==> src/rtl/lc3_pkg.sv <==
// Shared definitions for the LC-3 address sequencer: opcodes, FSM states,
// EAB select encodings and the EAB select decode.
package lc3_pkg;

    localparam logic [3:0] OP_BR  = 4'b0000;
    localparam logic [3:0] OP_LD  = 4'b0010;
    localparam logic [3:0] OP_ST  = 4'b0011;
    localparam logic [3:0] OP_JSR = 4'b0100;
    localparam logic [3:0] OP_LDR = 4'b0110;
    localparam logic [3:0] OP_STR = 4'b0111;
    localparam logic [3:0] OP_LDI = 4'b1010;
    localparam logic [3:0] OP_STI = 4'b1011;
    localparam logic [3:0] OP_LEA = 4'b1110;

    localparam logic       SEL1_PC    = 1'b0;
    localparam logic       SEL1_BASE  = 1'b1;
    localparam logic [1:0] SEL2_ZERO  = 2'b00;
    localparam logic [1:0] SEL2_OFF11 = 2'b01;
    localparam logic [1:0] SEL2_OFF9  = 2'b10;
    localparam logic [1:0] SEL2_OFF6  = 2'b11;

    typedef enum logic [2:0] {
        S_IDLE, S_ADDR, S_READ, S_INDIR, S_WRITE, S_WB, S_DONE
    } state_e;

    typedef struct packed {
        logic       sel1;
        logic [1:0] sel2;
    } eab_sel_t;

    // op5 is ir[15:11]; bit 0 distinguishes JSR (PC-relative) from JSRR.
    function automatic eab_sel_t eab_decode(input logic [4:0] op5);
        eab_sel_t s;
        s.sel1 = SEL1_PC;
        s.sel2 = SEL2_ZERO;
        case (op5[4:1])
            OP_LD, OP_LDI, OP_ST, OP_STI, OP_LEA, OP_BR: begin
                s.sel1 = SEL1_PC;
                s.sel2 = SEL2_OFF9;
            end
            OP_LDR, OP_STR: begin
                s.sel1 = SEL1_BASE;
                s.sel2 = SEL2_OFF6;
            end
            OP_JSR: begin
                if (op5[0]) begin
                    s.sel1 = SEL1_PC;
                    s.sel2 = SEL2_OFF11;
                end else begin
                    s.sel1 = SEL1_BASE;
                    s.sel2 = SEL2_ZERO;
                end
            end
            default: begin
                s.sel1 = SEL1_PC;
                s.sel2 = SEL2_ZERO;
            end
        endcase
        return s;
    endfunction

endpackage

==> src/rtl/lc3_addr_sequencer_mem_wait_timer.sv <==
// Per-access memory wait counter; saturates at TIMEOUT-1, never expires when TIMEOUT is 0.
module mem_wait_timer #(
    parameter int unsigned TIMEOUT = 16
) (
    input  logic clk,
    input  logic rst_n,
    input  logic clr_i,
    input  logic en_i,
    output logic expired_o
);

    localparam int          W       = (TIMEOUT > 2) ? $clog2(TIMEOUT) : 1;
    localparam int unsigned LIMIT   = (TIMEOUT == 0) ? 0 : TIMEOUT - 1;
    localparam logic [W-1:0] LIMIT_W = W'(LIMIT);

    logic [W-1:0] cnt_q;
    logic [W-1:0] cnt_d;

    // Next count: clear wins, then saturating increment.
    always_comb begin
        cnt_d = cnt_q;
        if (clr_i) begin
            cnt_d = '0;
        end else if (en_i && (cnt_q != LIMIT_W)) begin
            cnt_d = cnt_q + W'(1);
        end else begin
            cnt_d = cnt_q;
        end
    end

    // Counter register.
    always_ff @(posedge clk or negedge rst_n) begin
        if (!rst_n) begin
            cnt_q <= '0;
        end else begin
            cnt_q <= cnt_d;
        end
    end

    assign expired_o = (TIMEOUT != 0) && (cnt_q == LIMIT_W);

endmodule

==> src/rtl/lc3_addr_sequencer.sv <==
// Sequences the EAB selects and MAR/MDR/memory/write-back enables for the
// LC-3 address-forming instructions, reporting done/err per instruction.
module lc3_addr_sequencer
    import lc3_pkg::*;
#(
    parameter int unsigned TIMEOUT = 16
) (
    input  logic        clk,
    input  logic        rst_n,
    input  logic        start_i,
    input  logic [15:0] ir_i,
    input  logic        br_taken_i,
    input  logic        mem_ready_i,
    output logic        sel_eab1_o,
    output logic [1:0]  sel_eab2_o,
    output logic        ld_mar_o,
    output logic        mar_src_mdr_o,
    output logic        mem_en_o,
    output logic        mem_we_o,
    output logic        ld_mdr_o,
    output logic        ld_reg_o,
    output logic        ld_pc_o,
    output logic        ld_r7_o,
    output logic        busy_o,
    output logic        done_o,
    output logic        err_o
);

    state_e      state_q, state_d;
    logic [15:0] ir_q, ir_d;
    logic        indirect_q, indirect_d;
    logic        err_q, err_d;
    logic [3:0]  opc_s;
    logic        op_legal_s;
    logic        expired_s;
    logic        tmo_s;
    eab_sel_t    sel_s;
    logic        unused_ir_s;

    assign opc_s       = ir_q[15:12];
    assign sel_s       = eab_decode(ir_q[15:11]);
    assign unused_ir_s = ^ir_q[10:0];
    assign tmo_s       = expired_s && !mem_ready_i;

    always_comb begin
        case (opc_s)
            OP_BR, OP_LD, OP_ST, OP_JSR, OP_LDR,
            OP_STR, OP_LDI, OP_STI, OP_LEA: op_legal_s = 1'b1;
            default:                        op_legal_s = 1'b0;
        endcase
    end

    mem_wait_timer #(.TIMEOUT(TIMEOUT)) u_timer (
        .clk       (clk),
        .rst_n     (rst_n),
        .clr_i     (!((state_q == S_READ) || (state_q == S_WRITE))),
        .en_i      (!mem_ready_i),
        .expired_o (expired_s)
    );

    // State register.
    always_ff @(posedge clk or negedge rst_n) begin
        if (!rst_n) begin
            state_q <= S_IDLE;
        end else begin
            state_q <= state_d;
        end
    end

    // Next-state decode.
    always_comb begin
        state_d = state_q;
        case (state_q)
            S_IDLE: begin
                if (start_i) state_d = S_ADDR;
                else         state_d = S_IDLE;
            end
            S_ADDR: begin
                case (opc_s)
                    OP_LD, OP_LDR, OP_LDI, OP_STI: state_d = S_READ;
                    OP_ST, OP_STR:                 state_d = S_WRITE;
                    default:                       state_d = S_DONE;
                endcase
            end
            S_READ: begin
                if (mem_ready_i) state_d = indirect_q ? S_INDIR : S_WB;
                else if (tmo_s)  state_d = S_DONE;
                else             state_d = S_READ;
            end
            S_INDIR: state_d = (opc_s == OP_STI) ? S_WRITE : S_READ;
            S_WRITE: begin
                if (mem_ready_i || tmo_s) state_d = S_DONE;
                else                      state_d = S_WRITE;
            end
            S_WB:    state_d = S_DONE;
            S_DONE:  state_d = S_IDLE;
            default: state_d = S_IDLE;
        endcase
    end

    // Instruction, indirect and error flags next values.
    always_comb begin
        ir_d       = ir_q;
        indirect_d = indirect_q;
        err_d      = err_q;
        if ((state_q == S_IDLE) && start_i) begin
            ir_d       = ir_i;
            indirect_d = (ir_i[15:12] == OP_LDI) || (ir_i[15:12] == OP_STI);
            err_d      = 1'b0;
        end else if ((state_q == S_ADDR) && !op_legal_s) begin
            err_d = 1'b1;
        end else if (((state_q == S_READ) || (state_q == S_WRITE)) && tmo_s) begin
            err_d = 1'b1;
        end else if (state_q == S_INDIR) begin
            indirect_d = 1'b0;
        end else begin
            err_d = err_q;
        end
    end

    // Flag registers.
    always_ff @(posedge clk or negedge rst_n) begin
        if (!rst_n) begin
            ir_q       <= 16'h0000;
            indirect_q <= 1'b0;
            err_q      <= 1'b0;
        end else begin
            ir_q       <= ir_d;
            indirect_q <= indirect_d;
            err_q      <= err_d;
        end
    end

    // Moore output decode; ld_mdr and BR's ld_pc additionally follow their inputs.
    always_comb begin
        sel_eab1_o    = 1'b0;
        sel_eab2_o    = 2'b00;
        ld_mar_o      = 1'b0;
        mar_src_mdr_o = 1'b0;
        mem_en_o      = 1'b0;
        mem_we_o      = 1'b0;
        ld_mdr_o      = 1'b0;
        ld_reg_o      = 1'b0;
        ld_pc_o       = 1'b0;
        ld_r7_o       = 1'b0;
        done_o        = 1'b0;
        err_o         = 1'b0;
        busy_o        = (state_q != S_IDLE);
        if (state_q != S_IDLE) begin
            sel_eab1_o = sel_s.sel1;
            sel_eab2_o = sel_s.sel2;
        end else begin
            sel_eab1_o = 1'b0;
            sel_eab2_o = 2'b00;
        end
        case (state_q)
            S_ADDR: begin
                case (opc_s)
                    OP_LD, OP_LDR, OP_LDI,
                    OP_ST, OP_STR, OP_STI: ld_mar_o = 1'b1;
                    OP_LEA:                ld_reg_o = 1'b1;
                    OP_BR:                 ld_pc_o  = br_taken_i;
                    OP_JSR: begin
                        ld_pc_o = 1'b1;
                        ld_r7_o = 1'b1;
                    end
                    default:               ld_mar_o = 1'b0;
                endcase
            end
            S_READ: begin
                mem_en_o = 1'b1;
                ld_mdr_o = mem_ready_i;
            end
            S_INDIR: begin
                ld_mar_o      = 1'b1;
                mar_src_mdr_o = 1'b1;
            end
            S_WRITE: begin
                mem_en_o = 1'b1;
                mem_we_o = 1'b1;
            end
            S_WB:    ld_reg_o = 1'b1;
            S_DONE: begin
                done_o = 1'b1;
                err_o  = err_q;
            end
            default: done_o = 1'b0;
        endcase
    end

endmodule

==> config.mk <==
export PLATFORM = sky130hd
export DESIGN_NAME = lc3_addr_sequencer
export DESIGN_NICKNAME = d
export VERILOG_FILES = /design/src/rtl/lc3_pkg.sv /design/src/rtl/lc3_addr_sequencer_mem_wait_timer.sv /design/src/rtl/lc3_addr_sequencer.sv
export SDC_FILE = /design/constraint.sdc
export NUM_CORES = 1
export LEC_CHECK = 0
export ABC_AREA = 1
export CELL_PAD_IN_SITES_DETAIL_PLACEMENT = 1
export CELL_PAD_IN_SITES_GLOBAL_PLACEMENT = 1
export CORE_AREA = 2 2 59 61
export DETAILED_ROUTE_END_ITERATION = 12
export DIE_AREA = 0 0 61 63
export PLACE_DENSITY_LB_ADDON = 0.1
export SLEW_MARGIN = 5
export SYNTH_ARGS = -nofsm -noshare
export SYNTH_HDL_FRONTEND = slang
export SYNTH_SLANG_ARGS = --single-unit
==> constraint.sdc <==
create_clock -name clk -period 1.6 [get_ports clk]
set_clock_uncertainty 0.05 [all_clocks]
set_input_delay 0.32 -clock clk [delete_from_list [all_inputs] [get_ports clk]]
set_output_delay 0.32 -clock clk [all_outputs]
set_load 0.01 [all_outputs]
==> results.json <==
{
  "ant_nets": 0,
  "antennaDiodeCount": 0,
  "insertion_delay_ns": 0.29,
  "clock.fmax_mhz": 564,
  "hpwl_um": 2030,
  "crit_chain": "nor3_2 -> buf_4 -> nand3b_1 -> a21oi_1 -> buf_2",
  "path_buf_inv": 2,
  "cts_sinks": 14,
  "p_sw_mw": 1.27,
  "gp_congestion": 0.711,
  "ys_seq_area_share_pct": 39.8,
  "final_cell_mix": "buf_4 (25), nand2_1 (23), dfrtp_1 (13), nor2_1 (11), buf_6 (11)",
  "setup_ws_ns": -0.173,
  "synth_area_leader_cell": "dfrtp_1",
  "drive_gt1_share_pct": 48.6,
  "grt_usage_pct": 16.3,
  "floorplan.initialDensity_pct": 27.3,
  "cts_root_buf": "clkbuf_4",
  "drtPass1Iterations": 3,
  "grt_pass1_wl_um": 4730,
  "worstSetupEndpointType": "primary output",
  "clkPwrFrac_pct": 9.3,
  "clkTransAtPathRegs_ns": 0.09,
  "p_seq_share_pct": 21.8,
  "worstPathMaxFanout": 3,
  "outcome": "finished, violations left",
  "cpPeakStageDelay_ns": 0.41,
  "drt-total-wl_um": 2850,
  "power.internal_mw": 1.61,
  "tightest_slew_ns": 0.232,
  "die_area_um2": 3840,
  "nets": 200,
  "crit_slowest_cell": "dfrtp_1",
  "grt_max_degree": 15,
  "async_reset_ff_share_pct": 100,
  "synth.distinct_cells": 21,
  "synth_top_area_share_pct": 39.8,
  "yosysWarningCount": 0,
  "ir_drop_uv": 739,
  "num_rows": 21,
  "gr-total-overflow": 0,
  "ctsHtreeMaxLevel": 1,
  "start_kind": "register",
  "wl_per_cell_um": 12.8,
  "leakage_nw": 0.768,
  "drtIter0Drc": 17,
  "p_sw_share_pct": 44.2,
  "slew_headroom_pct": 84.5,
  "ios": 35,
  "io_buffers": 23,
  "timing.final.crit_share_pct": 111,
  "combPwrFrac_pct": 68.8,
  "final_common_cell": "buf_4",
  "crit_family": "flip-flops",
  "areaGrowthSynthToFinish_pct": 75.1,
  "syn_inst": 118,
  "rsz0062_at_grt": "true",
  "violations": "negative setup slack",
  "syn-mean-instance-area_um2": 7.46,
  "ctsLongestPathBuffers": 2,
  "hold_buffers": 0,
  "die_w_um": 61,
  "grt_pass1_vias": 1041,
  "hold_class": "input pin to asynchronous set/reset pin",
  "total_power_mw": 2.88,
  "setup_viol": 9,
  "tns_ns": -0.799,
  "powerDensity_nw_per_um2": 1870,
  "core_area_um2": 3230,
  "syn_nets": 140,
  "die_y_um": 63,
  "required_ns": 1.23,
  "numCtsBuffers": 3,
  "antenna_found_initial": 0,
  "maxCapViolCount": 0,
  "ys_seq_elements": 14,
  "drt-vias-per-instance": 4.51,
  "synth-main-ff-cell": "dfrtp_1",
  "worstPathArrival_ns": 1.40,
  "fillerInstances": 412,
  "synth_edf_count": 0,
  "vias": 1006,
  "fin_crit_ns": 1.77,
  "drc_errors": 0,
  "hold_ws_ns": 0.281,
  "drv_slew": 0,
  "criticalPathCategory": "register to primary output",
  "cts_tree": "built",
  "netlist_area_um2": 881,
  "synth_area_leaders": "dfrtp_1 (40%), nand2_1 (12%), inv_1 (6.4%)",
  "pre_cts_ws_ns": -0.290,
  "hold_viol": 0
}
==> flip-flops by register name, indices dropped and copies added (netlist names) <==
| register | flops |
|---|---|
| indirect_q | 1 |
| state_q | 3 |
| ir_q | 5 |
| err_q | 1 |
| u_timer.cnt_q | 4 |
==> repair_timing <==
item	CTS	global route
resized for setup	83	17
pin swaps	5	5
buffers inserted	5	3
endpoints found under the setup margin	14	12
==> cells in the mapped netlist (3+ instances only) <==
cell type and number:
a21oi_1 8, dfrtp_1 14, nor3_1 3, nand2_1 27, inv_1 15, o21ai_2 5
nand3_1 7, o21ai_0 7, nor2_1 14
==> metrics by stage <==
stage | std cells | area, µm² | util (%)
2_1_floorplan | 118 | 881 | -
3_5_place_dp | 212 | 1360 | 42.0
6_report | 223 | 1540 | 47.7
3_3_place_gp | 212 | 1360 | 42.0
4_1_cts | 220 | 1450 | 44.8
5_1_grt | 223 | 1540 | 47.7
==> power groups by stage <==
stage | sequential (mW) | combinational (mW) | clock, mW
3_3_place_gp | 0.587 | 1.52 | 0
3_5_place_dp | 0.596 | 1.55 | 0
6_report | 0.630 | 1.99 | 0.269
2_1_floorplan | 0.618 | 0.685 | 0
5_1_grt | 0.649 | 2.18 | 0.286
4_1_cts | 0.613 | 1.78 | 0.278
==> worst paths after layout <==
kind	startpoint	end	slack [ns]	cells after the start
worst max register to register	state_q[1]	indirect_q	0.09	10
worst max-delay path	ir_q[15]	sel_eab1_o	-0.17	5
worst min-delay path	rst_n	indirect_q	0.28	2
max in group asynchronous	rst_n	state_q[0]	1.04	2
min in group clk	u_timer.cnt_q[3]	u_timer.cnt_q[3]	0.50	3
worst min register to register	u_timer.cnt_q[3]	u_timer.cnt_q[3]	0.50	3
==> layout make-up <==
cell class / instances / area, µm² / share of cell area [%]
clock buffer: 4 / 36.3 / 2.35
inverter: 18 / 77.6 / 5.03
multi-input combinational: 86 / 568 / 36.8
sequential: 14 / 352 / 22.8
tap: 46 / 57.6 / 3.73
timing repair buffer: 55 / 452 / 29.3
==> logic make-up after synthesis <==
family | share of synthesized area (%)
AND/OR/NAND/NOR | 35.4
AO/OA/AOI/OAI | 15.2
buffers and inverters | 8.24
flip-flops | 39.8
adder cells (fa/ha/maj) | 1.42
==> layer usage <==
metal | up-vias | track usage, % | share of wire, %
met5 | - | 0 | 0
li1 | 504 | - | -
met1 | 484 | 20.2 | 41
met3 | 4 | 1.86 | 2.2
met2 | 14 | 28.1 | 55
met4 | 0 | 5.71 | 1.2
No activity file was read; power rests on OpenSTA's default activity.
